===== src/rtl/sprite_addr_gen.sv =====
// Sprite ROM address generator for the VGA pipeline.
// Walks a SPR_W x SPR_H window once per video frame at a position latched on
// frame_start, issuing rden/addr LEAD pixels ahead of the on-screen pixel so
// ROM data lines up with the display. Animation frames are stored back-to-back
// in ROM; frame_idx steps every ANIM_DIV frame_start pulses while anim_en=1.
// Optional feature macro: SPRITE_HFLIP_EN (horizontal mirror using hflip).
module sprite_addr_gen #(
    parameter int CORDW    = 10,
    parameter int SPR_W    = 32,
    parameter int SPR_H    = 16,
    parameter int FRAMES   = 2,
    parameter int ADDRW    = 15,
    parameter int LEAD     = 2,
    parameter int ANIM_DIV = 30,
    localparam int FIW     = (FRAMES > 1) ? $clog2(FRAMES) : 1
) (
    input  logic             clk,
    input  logic             rst_n,
    input  logic [CORDW-1:0] pixel,
    input  logic [CORDW-1:0] line,
    input  logic             frame_start,
    input  logic [CORDW-1:0] pos_x,
    input  logic [CORDW-1:0] pos_y,
    input  logic             enable,
    input  logic             anim_en,
    input  logic             hflip,
    output logic             rden,
    output logic [ADDRW-1:0] addr,
    output logic [FIW-1:0]   frame_idx
);

    localparam int ACW = (ANIM_DIV > 1) ? $clog2(ANIM_DIV) : 1;
    localparam int CW  = (SPR_W > 1) ? $clog2(SPR_W) : 1;
    localparam int RW  = (SPR_H > 1) ? $clog2(SPR_H) : 1;

    localparam logic [ADDRW-1:0] FRAME_SZ = ADDRW'(SPR_W * SPR_H);
    localparam logic [ADDRW-1:0] ROW_SZ   = ADDRW'(SPR_W);
    localparam logic [CORDW:0]   LEAD_C   = (CORDW+1)'(LEAD);
    localparam logic [CORDW:0]   HGT_M1   = (CORDW+1)'(SPR_H - 1);
    localparam logic [CW-1:0]    LAST_COL = CW'(SPR_W - 1);
    localparam logic [RW-1:0]    LAST_ROW = RW'(SPR_H - 1);
    localparam logic [ACW-1:0]   LAST_CNT = ACW'(ANIM_DIV - 1);
    localparam logic [FIW-1:0]   LAST_FRM = FIW'(FRAMES - 1);

    typedef enum logic [1:0] {IDLE, WAIT, DRAW, DONE} state_t;

    state_t           state_q,      state_d;
    logic [CORDW-1:0] px_q,         px_d;
    logic [CORDW-1:0] py_q,         py_d;
    logic [RW-1:0]    row_q,        row_d;
    logic [CW-1:0]    col_q,        col_d;
    logic [ADDRW-1:0] row_base_q,   row_base_d;
    logic [ADDRW-1:0] frame_base_q, frame_base_d;
    logic [FIW-1:0]   frame_idx_q,  frame_idx_d;
    logic [ACW-1:0]   anim_cnt_q,   anim_cnt_d;
    logic             rden_q,       rden_d;
    logic [ADDRW-1:0] addr_q,       addr_d;

`ifdef SPRITE_HFLIP_EN
    logic             hf_q,         hf_d;
`else
    logic             unused_hflip;
    assign unused_hflip = hflip;
`endif

    logic [CORDW:0]   xs;
    logic [CORDW:0]   py_end;
    logic             in_rows;
    logic             at_xs;
    logic             go;
    logic [CW-1:0]    cur_col;
    logic [ADDRW-1:0] col_off;

    // Window geometry in CORDW+1 bits so px-LEAD and py+SPR_H-1 never wrap.
    always_comb begin
        xs      = ({1'b0, px_q} < LEAD_C) ? '0 : ({1'b0, px_q} - LEAD_C);
        py_end  = {1'b0, py_q} + HGT_M1;
        in_rows = ({1'b0, line} >= {1'b0, py_q}) && ({1'b0, line} <= py_end);
        at_xs   = ({1'b0, pixel} == xs);
    end

    // Next-state: frame_start latching/animation, then row/column walk.
    always_comb begin
        state_d      = state_q;
        px_d         = px_q;
        py_d         = py_q;
        row_d        = row_q;
        col_d        = col_q;
        row_base_d   = row_base_q;
        frame_base_d = frame_base_q;
        frame_idx_d  = frame_idx_q;
        anim_cnt_d   = anim_cnt_q;
        rden_d       = 1'b0;
        addr_d       = addr_q;
        go           = 1'b0;
        cur_col      = '0;
        col_off      = '0;
`ifdef SPRITE_HFLIP_EN
        hf_d         = hf_q;
`endif

        case (state_q)
            WAIT:    go = in_rows && at_xs;
            DRAW: begin
                go      = 1'b1;
                cur_col = col_q;
            end
            default: go = 1'b0;
        endcase

`ifdef SPRITE_HFLIP_EN
        col_off = hf_q ? ADDRW'(LAST_COL - cur_col) : ADDRW'(cur_col);
`else
        col_off = ADDRW'(cur_col);
`endif

        if (frame_start) begin
            // Frame base tracks frame_idx incrementally so no multiplier is needed.
            if (anim_en) begin
                if (anim_cnt_q == LAST_CNT) begin
                    anim_cnt_d = '0;
                    if (frame_idx_q == LAST_FRM) begin
                        frame_idx_d  = '0;
                        frame_base_d = '0;
                    end else begin
                        frame_idx_d  = frame_idx_q + FIW'(1);
                        frame_base_d = frame_base_q + FRAME_SZ;
                    end
                end else begin
                    anim_cnt_d = anim_cnt_q + ACW'(1);
                end
            end
            px_d       = pos_x;
            py_d       = pos_y;
            row_d      = '0;
            col_d      = '0;
            row_base_d = frame_base_d;
            state_d    = enable ? WAIT : IDLE;
`ifdef SPRITE_HFLIP_EN
            hf_d       = hflip;
`endif
        end else if (go) begin
            rden_d = 1'b1;
            addr_d = row_base_q + col_off;
            if (cur_col == LAST_COL) begin
                col_d      = '0;
                row_base_d = row_base_q + ROW_SZ;
                if (row_q == LAST_ROW) begin
                    state_d = DONE;
                end else begin
                    row_d   = row_q + RW'(1);
                    state_d = WAIT;
                end
            end else begin
                col_d   = cur_col + CW'(1);
                state_d = DRAW;
            end
        end
    end

    // State and registered outputs; synchronous active-low reset.
    always_ff @(posedge clk) begin
        if (!rst_n) begin
            state_q      <= IDLE;
            px_q         <= '0;
            py_q         <= '0;
            row_q        <= '0;
            col_q        <= '0;
            row_base_q   <= '0;
            frame_base_q <= '0;
            frame_idx_q  <= '0;
            anim_cnt_q   <= '0;
            rden_q       <= 1'b0;
            addr_q       <= '0;
`ifdef SPRITE_HFLIP_EN
            hf_q         <= 1'b0;
`endif
        end else begin
            state_q      <= state_d;
            px_q         <= px_d;
            py_q         <= py_d;
            row_q        <= row_d;
            col_q        <= col_d;
            row_base_q   <= row_base_d;
            frame_base_q <= frame_base_d;
            frame_idx_q  <= frame_idx_d;
            anim_cnt_q   <= anim_cnt_d;
            rden_q       <= rden_d;
            addr_q       <= addr_d;
`ifdef SPRITE_HFLIP_EN
            hf_q         <= hf_d;
`endif
        end
    end

    assign rden      = rden_q;
    assign addr      = addr_q;
    assign frame_idx = frame_idx_q;

endmodule


===== config.mk =====
export PLATFORM = sky130hd
export DESIGN_NAME = sprite_addr_gen
export DESIGN_NICKNAME = d
export VERILOG_FILES = /design/src/rtl/sprite_addr_gen.sv
export SDC_FILE = /design/constraint.sdc
export NUM_CORES = 1
export LEC_CHECK = 0
export CORE_ASPECT_RATIO = 0.6
export CORE_UTILIZATION = 46
export CTS_BUF_LIST = sky130_fd_sc_hd__clkbuf_4 sky130_fd_sc_hd__clkbuf_8
export CTS_CLUSTER_DIAMETER = 200
export DETAILED_ROUTE_END_ITERATION = 8
export HOLD_SLACK_MARGIN = 0.08
export MAX_ROUTING_LAYER = met4
export PLACE_DENSITY = 0.68
export SLEW_MARGIN = 30
export SYNTH_ARGS = -nofsm -noshare
export SYNTH_HDL_FRONTEND = slang
export SYNTH_SLANG_ARGS = --single-unit
export TNS_END_PERCENT = 1

===== constraint.sdc =====
create_clock -name clk -period 9.33 [get_ports clk]
set_input_delay 1.866 -clock clk [delete_from_list [all_inputs] [get_ports clk]]
set_output_delay 1.866 -clock clk [all_outputs]
set_load 0.05 [all_outputs]

==> impl_summary.log, run 1 <==
INFO  metric outcome = complete, no violations
INFO  metric synth-adder-area-share = 9.50%
INFO  metric cpLargestDelayFamily = compound AO/OA/AOI/OAI gates
INFO  metric synth_seq_cells = 83
INFO  metric synth_edf_count = 0
INFO  metric netlist_area = 4950 um2
INFO  metric cts_buffers = 9
INFO  metric synth_top_cells_by_area = sky130_fd_sc_hd__dfxtp_1, sky130_fd_sc_hd__ha_1, sky130_fd_sc_hd__mux2i_1
INFO  metric synthXorXnorAreaFrac = 5.31%
INFO  metric synthesis.yosys.warnings = 0
INFO  metric n_antenna_cell = 0
INFO  metric max-cap-violations = 0
INFO  metric largest_family_of_logic_cells_by_synthesized_area = compound AO/OA/AOI/OAI gates
INFO  metric synth_mux_area_share = 4.65%
INFO  metric dpl_cells = 749
INFO  metric synth.avg_cell_area = 8.55 um2
INFO  metric achievable-frequency = 210 MHz
INFO  metric slowest_stage = sky130_fd_sc_hd__nor2_2
INFO  metric numClockSinks = 83
INFO  metric clock_tree_from_tritoncts = done
INFO  metric port_buffers = 61
INFO  metric grt.busiest_layer = met2
INFO  metric synth.top_cell.area_share = 33.6%
INFO  metric cp_cell_sequence = clkdlybuf4s50_1 -> ha_1 -> a21o_1 -> a211oi_1 -> o21ai_0 -> o221ai_1 -> nand4_2 -> o31a_1 -> nor2_2 -> mux2i_1
INFO  metric floorplan.die.height = 82.4 um
INFO  metric clock_root_buffer = sky130_fd_sc_hd__clkbuf_8
INFO  metric critPathRequiredTime = 9.63 ns
INFO  metric horizontal_extent_of_the_die = 136 um
INFO  metric slew_headroom = 36.7%
INFO  metric cts-resized-gates = 0
INFO  metric synth.yosys.seq_area_share = 33.6%
INFO  metric synthMostInstantiatedCell = sky130_fd_sc_hd__dfxtp_1
INFO  metric crit_path_max_fanout = 14
INFO  metric holdBufCountCts = 0
INFO  metric number_of_distinct_library_cell_variants_in_the_gate_level_netlist_after_synthesis = 68
INFO  metric design.die.area = 11200 um2
INFO  metric drt-vias-per-instance = 5.77
INFO  metric stdcell_count = 765
INFO  metric critical_path.n_buffers_inverters = 1
INFO  metric floorplan.initialDensity = 48.7%
INFO  metric final_max_slew_viol_count = 0
INFO  metric irDropWorstVdd = 0.122 mV
INFO  metric fin_crit_sh = 51.0%
INFO  metric weighted_congestion_at_the_end_of_routability_driven_global_placement = 0.919
INFO  metric synth-simple-area-share = 20.2%
INFO  metric arrival_time_reported_for_the_critical_path_endpoint = 5.07 ns
INFO  metric latest_clock_arrival_within_the_worst_skew_pair = 0.37 ns
INFO  metric worst_setup_hold_path_clk_slew = 0.09 ns
INFO  metric met3_global_route_usage = 5.31%
INFO  metric grt_usage = 24.8%
INFO  metric hold_violations = 0
INFO  metric hold_path.class = flop to flop
INFO  metric first_global_vias = 4128
INFO  metric nNetsFinal = 708
INFO  metric ioPinCount = 63
INFO  metric p_leak = 2.26 nW
INFO  metric slowest_delay = 0.55 ns
INFO  metric crit_path_start_kind = primary input
INFO  metric rsz0062_at_grt = no
INFO  metric syn_nets = 662
INFO  metric gr-usage-met2 = 37.1%
INFO  metric worst_pin_slew = 0.943 ns
INFO  metric rows = 28
INFO  metric clock_tree.htree_level_count = 3
INFO  metric drt_pass1_iterations = 6
INFO  metric path_class = primary input to flop
INFO  metric grt_overflow_total = 0
INFO  metric power_per_cell_area = 131 nW/um2
INFO  metric place.detailed.hpwl = 9.27 mm
INFO  metric post_route_cells_drive_above_1_share = 5.87%
INFO  metric flow.area_growth_from_synthesis = 17.5%
INFO  metric grt_start_max_net_pins = 46
INFO  metric antenna_violations_before_repair = 0
INFO  metric cts.path.max_buffers = 2
INFO  metric grt_first_pass_wirelength = 20.6 mm
INFO  metric met1_usage = 34.4%
INFO  metric drt_iter0_markers = 414
INFO  metric postCtsSetupRepairBufs = 0
INFO  metric dr_vias = 4416
INFO  metric avgRoutedWirePerCell = 16.7 um
INFO  metric number_of_antenna_violating_nets_in_the_routed_design = 0
INFO  metric final_setup_viols = 0
INFO  metric post-route-min-period = 4.76 ns
INFO  metric post_synth_inst_count = 579
INFO  metric dominantRegCellSynth = sky130_fd_sc_hd__dfxtp_1
INFO  metric wl = 12.8 mm
INFO  metric core_area = 10200 um2
INFO  metric critical_path.endpoint_type = flop
INFO  metric drc_errors = 0
INFO  metric compound_gate_fraction_of_synth_area = 21.4%
INFO  metric fin_worst_skew = 0.0128 ns
INFO  metric synthArstFlopShare = 0%
INFO  metric commonest_cells_in_the_netlist = sky130_fd_sc_hd__dfxtp_1, sky130_fd_sc_hd__nor2_1, sky130_fd_sc_hd__a21oi_1
INFO  metric yosysTopAreaCell = sky130_fd_sc_hd__dfxtp_1
INFO  metric fin_tns_setup = 0 ns
-- cell families (layout without fill, tap and decap cells) --
group | after synthesis | count (layout)
and+or+nand+nor | 194 | 194
DFF | 83 | 83
xor gates and xnor gates | 30 | 30
buffers and inverters | 62 | 113
muxes | 23 | 23
adders and majority gates | 37 | 37
AOI/OAI and AO/OA | 150 | 150
-- report_power, final --
group	total, mW	internal [mW]	switching [mW]
clock	0.277	0.145	0.133
combinational	0.118	0.0542	0.0636
sequential	0.370	0.361	0.00941
total	0.765	0.560	0.206
-- through the flow --
step                      setup slack [ns]  cell area, um2  total power [mW]  hold WS, ns  util [%]
after global routing                  4.40            5820             0.796        0.479      57.3
after floorplan                       5.40            4950             0.452        0.417         -
after global placement                4.07            5610             0.489        0.443      55.2
after detailed placement              3.97            5610             0.494        0.445      55.2
final                                 4.57            5820             0.765        0.457      57.3
after CTS                             4.33            5820             0.769        0.461      57.3
-- sequential cells by signal (all words and copies together), names as in the netlist, 2 cells and up --
signal        flops
row_base_q       15
row_q             4
anim_cnt_q        5
col_q             5
px_q             10
frame_base_q     15
addr             15
py_q             10
state_q           2
-- worst register-to-register path: cells and delay by family (launching register included) --
kind | cells | cell delay [ns]
DFF | 1 | 0.39
muxes | 1 | 0.25
buffers and inverters | 1 | 0.09
AOI/OAI and AO/OA | 6 | 1.83
and+or+nand+nor | 3 | 0.98
xor gates and xnor gates | 1 | 0.16
adders and majority gates | 2 | 0.57
-- area by class of cell --
cell class / count / area, um2
timing repair buffer: 64 / 628
sequential: 83 / 1660
clock buffer: 12 / 165
inverter: 33 / 124
clock inverter: 4 / 47.5
fill: 918 / 4340
multi-input combinational: 434 / 3030
tap: 135 / 169
-- per-layer routing --
layer	wire (um)	vias to the layer above
met4	93	0
li1	-	2189
met3	703	9
met1	6600	2088
met5	0	-
met2	5370	130
-- layout by cell type (no fill, tap or decap), types with 9 or more instances in the layout --
cell	instances
sky130_fd_sc_hd__xor2_1	14
sky130_fd_sc_hd__nor3_1	17
sky130_fd_sc_hd__xnor2_1	16
sky130_fd_sc_hd__clkdlybuf4s50_1	60
sky130_fd_sc_hd__o211ai_1	9
sky130_fd_sc_hd__nand4_1	11
sky130_fd_sc_hd__ha_1	36
sky130_fd_sc_hd__clkbuf_8	12
sky130_fd_sc_hd__nand3_1	14
sky130_fd_sc_hd__nand2_1	34
sky130_fd_sc_hd__inv_1	32
sky130_fd_sc_hd__o21ai_0	22
sky130_fd_sc_hd__mux2i_1	23
sky130_fd_sc_hd__dfxtp_1	83
sky130_fd_sc_hd__a211oi_1	13
sky130_fd_sc_hd__and2_1	17
sky130_fd_sc_hd__nor2_1	55
sky130_fd_sc_hd__a21oi_1	42
-- path summary, 6_finish.rpt --
path | cells after the start | startpoint | slack (ns) | to
hold / removal | 1 | frame_base_q[0] | 0.46 | row_base_q[0]
setup / recovery | 10 | line[8] | 4.57 | addr[4]
hold reg to reg | 1 | frame_base_q[0] | 0.46 | row_base_q[0]
setup reg to reg | 14 | py_q[0] | 5.02 | addr[4]
No activity file was read; power rests on OpenSTA's default activity.
==> run 2: changes to the inputs <==
- clock period: 9.33 -> 4.85 ns (I/O delays scaled with it)
==> impl_summary.log, run 2 (synthesis results as in run 1) <==
INFO  metric outcome = complete, no violations
INFO  metric ioPinCount = 63
INFO  metric achievable-frequency = 234 MHz
INFO  metric cts.path.max_buffers = 2
INFO  metric latest_clock_arrival_within_the_worst_skew_pair = 0.37 ns
INFO  metric clock_root_buffer = sky130_fd_sc_hd__clkbuf_8
INFO  metric drt_pass1_iterations = 5
INFO  metric floorplan.die.height = 82.4 um
INFO  metric cts-resized-gates = 0
INFO  metric port_buffers = 61
INFO  metric dr_vias = 4402
INFO  metric nNetsFinal = 711
INFO  metric post-route-min-period = 4.26 ns
INFO  metric cp_cell_sequence = inv_1 -> ha_1 -> a211oi_1 -> nand3_1 -> xnor2_1 -> ha_1 -> a21o_1 -> a211oi_1 -> o21ai_0 -> o221ai_1 -> nand4_2 -> o41ai_4 -> buf_4 -> and4_1 -> a211oi_2
INFO  metric final_common_cell = sky130_fd_sc_hd__dfxtp_1
INFO  metric holdBufCountCts = 0
INFO  metric grt_overflow_total = 0
INFO  metric path_class = flop to flop
INFO  metric numClockSinks = 83
INFO  metric place.detailed.hpwl = 9.29 mm
INFO  metric layout.filler_cells = 931
INFO  metric cpLargestDelayFamily = compound AO/OA/AOI/OAI gates
INFO  metric grt_start_max_net_pins = 46
INFO  metric antenna_violations_before_repair = 0
INFO  metric hold_path.class = flop to flop
INFO  metric grt_first_pass_wirelength = 20.6 mm
INFO  metric horizontal_extent_of_the_die = 136 um
INFO  metric cts_buffers = 9
INFO  metric p_leak = 2.28 nW
INFO  metric flow.area_growth_from_synthesis = 18.3%
INFO  metric post_route_cells_drive_above_1_share = 6.16%
INFO  metric drt-vias-per-instance = 5.73
INFO  metric max-cap-violations = 0
INFO  metric slew_headroom = 34.7%
INFO  metric critPathRequiredTime = 5.10 ns
INFO  metric fin_worst_skew = 0.00948 ns
INFO  metric critical_path.endpoint_type = flop
INFO  metric smallest_setup_slack_after_layout = 0.585 ns
INFO  metric postCtsSetupRepairBufs = 0
INFO  metric sequential_cell_area = 1660 um2
INFO  metric rows = 28
INFO  metric final_max_slew_viol_count = 0
INFO  metric worst_pin_slew = 0.973 ns
INFO  metric arrival_time_reported_for_the_critical_path_endpoint = 4.51 ns
INFO  metric slowest_stage = sky130_fd_sc_hd__o41ai_4
INFO  metric weighted_congestion_at_the_end_of_routability_driven_global_placement = 0.922
INFO  metric n_antenna_cell = 0
INFO  metric rsz0062_at_grt = no
INFO  metric wl = 12.7 mm
INFO  metric worst_setup_hold_path_clk_slew = 0.09 ns
INFO  metric core_area = 10200 um2
INFO  metric power_per_cell_area = 259 nW/um2
INFO  metric number_of_antenna_violating_nets_in_the_routed_design = 0
INFO  metric design.die.area = 11200 um2
INFO  metric crit_path_max_fanout = 17
INFO  metric first_global_vias = 4156
INFO  metric clock_tree_from_tritoncts = done
INFO  metric critical_path.n_buffers_inverters = 2
INFO  metric multi_input_area = 3020 um2
INFO  metric grt_usage = 24.6%
INFO  metric mostFrequentLayoutCells = sky130_fd_sc_hd__dfxtp_1, sky130_fd_sc_hd__clkdlybuf4s50_1, sky130_fd_sc_hd__nor2_1
INFO  metric crit_path_start_kind = flop
INFO  metric final_setup_viols = 0
INFO  metric avgRoutedWirePerCell = 16.5 um
INFO  metric drc_errors = 0
INFO  metric clock_tree.htree_level_count = 3
INFO  metric irDropWorstVdd = 0.121 mV
INFO  metric fin_crit_sh = 87.9%
INFO  metric fin_tns_setup = 0 ns
INFO  metric drt_iter0_markers = 349
INFO  metric hold_violations = 0
INFO  metric slowest_delay = 0.55 ns
INFO  metric floorplan.initialDensity = 48.7%
INFO  metric dp_slack = 0.695 ns
==> run 2: per-layer routing <==
metal  vias to the layer above  part of all wire (%)  global-route usage (%)
li1                       2200                     -                       -
met1                      2071                    53                    33.8
met2                       121                    41                    36.9
met3                        10                   6.1                    5.25
met4                         0                  0.64                    5.56
met5                         -                     0                       -
==> run 2: final timing paths <==
check	start	endpoint	slack, ns	depth (start not counted)
hold reg to reg	frame_base_q[5]	row_base_q[5]	0.46	2
hold / removal	frame_base_q[5]	row_base_q[5]	0.46	2
setup reg to reg	py_q[0]	row_base_q[10]	0.59	15
setup / recovery	py_q[0]	row_base_q[10]	0.59	15
==> run 2: cell type report <==
type                       count  share of cell area (%)
clock buffer                  12                    2.71
inverter                      33                    2.11
multi-input combinational    434                    51.6
tap                          135                    2.88
sequential                    83                    28.4
clock inverter                 4                    1.24
timing repair buffer          67                    11.1
==> run 2: per-stage QoR <==
step / utilization (%) / hold WS [ns] / total power [mW] / instances / instance area (um2)
5_1_grt: 57.7 / 0.466 / 1.59 / 768 / 5860
3_5_place_dp: 55.4 / 0.443 / 0.951 / 752 / 5630
6_report: 57.7 / 0.459 / 1.52 / 768 / 5860
2_1_floorplan: - / 0.417 / 0.869 / 579 / 4950
4_1_cts: 57.7 / 0.456 / 1.53 / 768 / 5860
3_3_place_gp: 55.4 / 0.442 / 0.941 / 752 / 5630
==> run 2: worst register-to-register path, delay by kind of cell, from the launching register on <==
kind                     cells  cell delay [ns]
flip-flops                   1             0.40
XOR/XNOR                     1             0.16
adder cells (fa/ha/maj)      2             0.55
AO/OA/AOI/OAI                7             1.94
AND/OR/NAND/NOR              3             0.68
buffers and inverters        2             0.41
==> run 2: power breakdown <==
part	switching [mW]	leakage, nW	internal (mW)
combinational	0.121	1.50	0.105
sequential	0.0183	0.673	0.694
clock	0.259	0.116	0.323
total	0.399	2.28	1.12
==> run 3: changes to the inputs <==
- CORE_ASPECT_RATIO: 0.6 -> not set
==> impl_summary.log, run 3 (synthesis results as in run 1) <==
INFO  metric rsz0062_at_grt = no
INFO  metric floorplan.initialDensity = 47.8%
INFO  metric drt_pass1_iterations = 4
INFO  metric p_leak = 2.27 nW
INFO  metric weighted_congestion_at_the_end_of_routability_driven_global_placement = 0.921
INFO  metric power_per_cell_area = 255 nW/um2
INFO  metric outcome = complete, no violations
INFO  metric slowest_delay = 0.59 ns
INFO  metric arrival_time_reported_for_the_critical_path_endpoint = 4.36 ns
INFO  metric post-route-min-period = 4.12 ns
INFO  metric mostFrequentLayoutCells = sky130_fd_sc_hd__dfxtp_1, sky130_fd_sc_hd__clkdlybuf4s50_1, sky130_fd_sc_hd__nor2_1
INFO  metric total_met2_wirelength_after_detailed_routing = 5.51 mm
INFO  metric floorplan.die.height = 106 um
INFO  metric irDropWorstVdd = 0.140 mV
INFO  metric sw_frac_of_total = 26.8%
INFO  metric reg2reg_slack = 0.73 ns
INFO  metric clock_tree_from_tritoncts = done
INFO  metric achievable-frequency = 243 MHz
INFO  metric place.detailed.hpwl = 8.51 mm
INFO  metric grt_usage = 22.5%
INFO  metric cts_buffers = 9
INFO  metric worstReg2RegStart = py_q[0]
INFO  metric wire_length_on_met3 = 527 um
INFO  metric seq_power_share = 47.7%
INFO  metric final_common_cell = sky130_fd_sc_hd__dfxtp_1
INFO  metric grt_start_max_net_pins = 46
INFO  metric nNetsFinal = 710
INFO  metric worst_hold_startpoint = frame_base_q[5]
INFO  metric avgRoutedWirePerCell = 15.1 um
INFO  metric max-cap-violations = 0
INFO  metric drc_errors = 0
INFO  metric post-route-cell-area = 5850 um2
INFO  metric clock_root_buffer = sky130_fd_sc_hd__clkbuf_8
INFO  metric power.clock.fraction = 37.5%
INFO  metric drt-vias-per-instance = 5.69
INFO  metric drt_iter0_markers = 245
INFO  metric crit_path_start_kind = flop
INFO  metric cp_cell_sequence = inv_1 -> ha_1 -> a211oi_1 -> nand3_1 -> xnor2_1 -> ha_1 -> a21o_1 -> a211oi_1 -> o21ai_0 -> o221ai_1 -> nand4_2 -> o41ai_4 -> buf_4 -> and4_1 -> a211oi_2
INFO  metric path_class = flop to flop
INFO  metric cell_internal_pwr = 1.09 mW
INFO  metric reg2reg_depth = 15
INFO  metric postCtsSetupRepairBufs = 0
INFO  metric dp_slack = 0.734 ns
INFO  metric slew_headroom = 42.8%
INFO  metric fin_worst_skew = 0.0163 ns
INFO  metric cts-resized-gates = 0
INFO  metric grt_overflow_total = 0
INFO  metric clock_tree.htree_level_count = 3
INFO  metric worst_setup_hold_path_clk_slew = 0.09 ns
INFO  metric dr_vias = 4372
INFO  metric fin_crit_sh = 84.9%
INFO  metric final_setup_viols = 0
INFO  metric hold_path_depth = 2
INFO  metric top_layer_reached_by_signal_wires = met4
INFO  metric worst_pin_slew = 0.858 ns
INFO  metric numClockSinks = 83
INFO  metric smallest_setup_slack_after_layout = 0.733 ns
INFO  metric fin_tns_setup = 0 ns
INFO  metric p_sw = 399 uW
INFO  metric hold-path-endpoint = row_base_q[5]
INFO  metric critPathRequiredTime = 5.09 ns
INFO  metric wl = 11.6 mm
INFO  metric flow.area_growth_from_synthesis = 18.2%
INFO  metric horizontal_extent_of_the_die = 106 um
INFO  metric critical_path.reg2reg.endpoint = row_base_q[10]
INFO  metric port_buffers = 61
INFO  metric slowest_stage = sky130_fd_sc_hd__o41ai_4
INFO  metric number_of_antenna_violating_nets_in_the_routed_design = 0
INFO  metric pwr-share-comb = 14.7%
INFO  metric hold_path.class = flop to flop
INFO  metric rows = 37
INFO  metric dpl-instance-area = 5620 um2
INFO  metric hold_violations = 0
INFO  metric latest_clock_arrival_within_the_worst_skew_pair = 0.37 ns
INFO  metric met1Wirelength = 5.37 mm
INFO  metric grt_first_pass_wirelength = 19.7 mm
INFO  metric cts.path.max_buffers = 2
INFO  metric post_route_cells_drive_above_1_share = 6.17%
INFO  metric holdBufCountCts = 0
INFO  metric core_area = 10400 um2
INFO  metric n_antenna_cell = 0
INFO  metric antenna_violations_before_repair = 0
INFO  metric final_max_slew_viol_count = 0
INFO  metric first_global_vias = 4310
INFO  metric post-route-util = 56.4%
INFO  metric critical_path.endpoint_type = flop
INFO  metric ioPinCount = 63
INFO  metric design.die.area = 11200 um2
INFO  metric crit_path_max_fanout = 17
[run 3: cell types whose count changed in the layout (fill, tap and decap cells not counted), sizes merged]
| cell | previous run | this run |
|---|---|---|
| clkbuf | 12 | 9 |
| inv | 33 | 35 |
| buf | 7 | 6 |
| clkinvlp | 1 | 2 |
[run 3: how the worst max path moves through the flow]
stage | from | endpoint | slack [ns] | cells past startpoint
2_1_floorplan | py_q[0] | row_q[0] | 1.53 | 15
3_3_place_gp | line[8] | row_base_q[10] | 0.80 | 11
3_5_place_dp | py_q[0] | row_base_q[10] | 0.73 | 15
4_1_cts | py_q[0] | row_base_q[10] | 0.70 | 15
5_1_grt | py_q[0] | row_base_q[10] | 0.40 | 15
6_report | py_q[0] | row_base_q[10] | 0.73 | 15
[run 3: through the flow]
step	std cells	hold slack [ns]	power, mW
floorplan	579	0.417	0.869
global placement	752	0.437	0.939
detailed placement	752	0.444	0.946
CTS	768	0.457	1.51
global route	768	0.491	1.57
finish	768	0.460	1.49
[run 3: power groups by stage]
stage,Sequential (mW),Combinational (mW),Clock [mW]
floorplan,0.718,0.151,0
global placement,0.727,0.212,0
detailed placement,0.728,0.219,0
CTS,0.712,0.220,0.578
global route,0.715,0.248,0.605
finish,0.712,0.220,0.560
[run 3: area by class of cell]
class / count / area [um2]
fill: 972 / 4520
multi-input combinational: 434 / 3030
sequential: 83 / 1660
timing repair buffer: 66 / 643
tap: 136 / 170
clock buffer: 9 / 124
inverter: 33 / 124
clock inverter: 7 / 100
[run 3: critical path, delay by kind of cell, from the launching register on]
| family | cells | cell delay (ns) |
|---|---|---|
| AOI/OAI and AO/OA | 7 | 1.86 |
| adders and majority gates | 2 | 0.56 |
| xor gates and xnor gates | 1 | 0.15 |
| buffers and inverters | 2 | 0.42 |
| DFF | 1 | 0.41 |
| and+or+nand+nor | 3 | 0.60 |
[run 3: layer usage]
metal / vias to the layer above / track usage, %
met4: 0 / 8.63
met1: 2055 / 27.8
li1: 2213 / -
met5: - / -
met2: 87 / 36.3
met3: 17 / 4.39
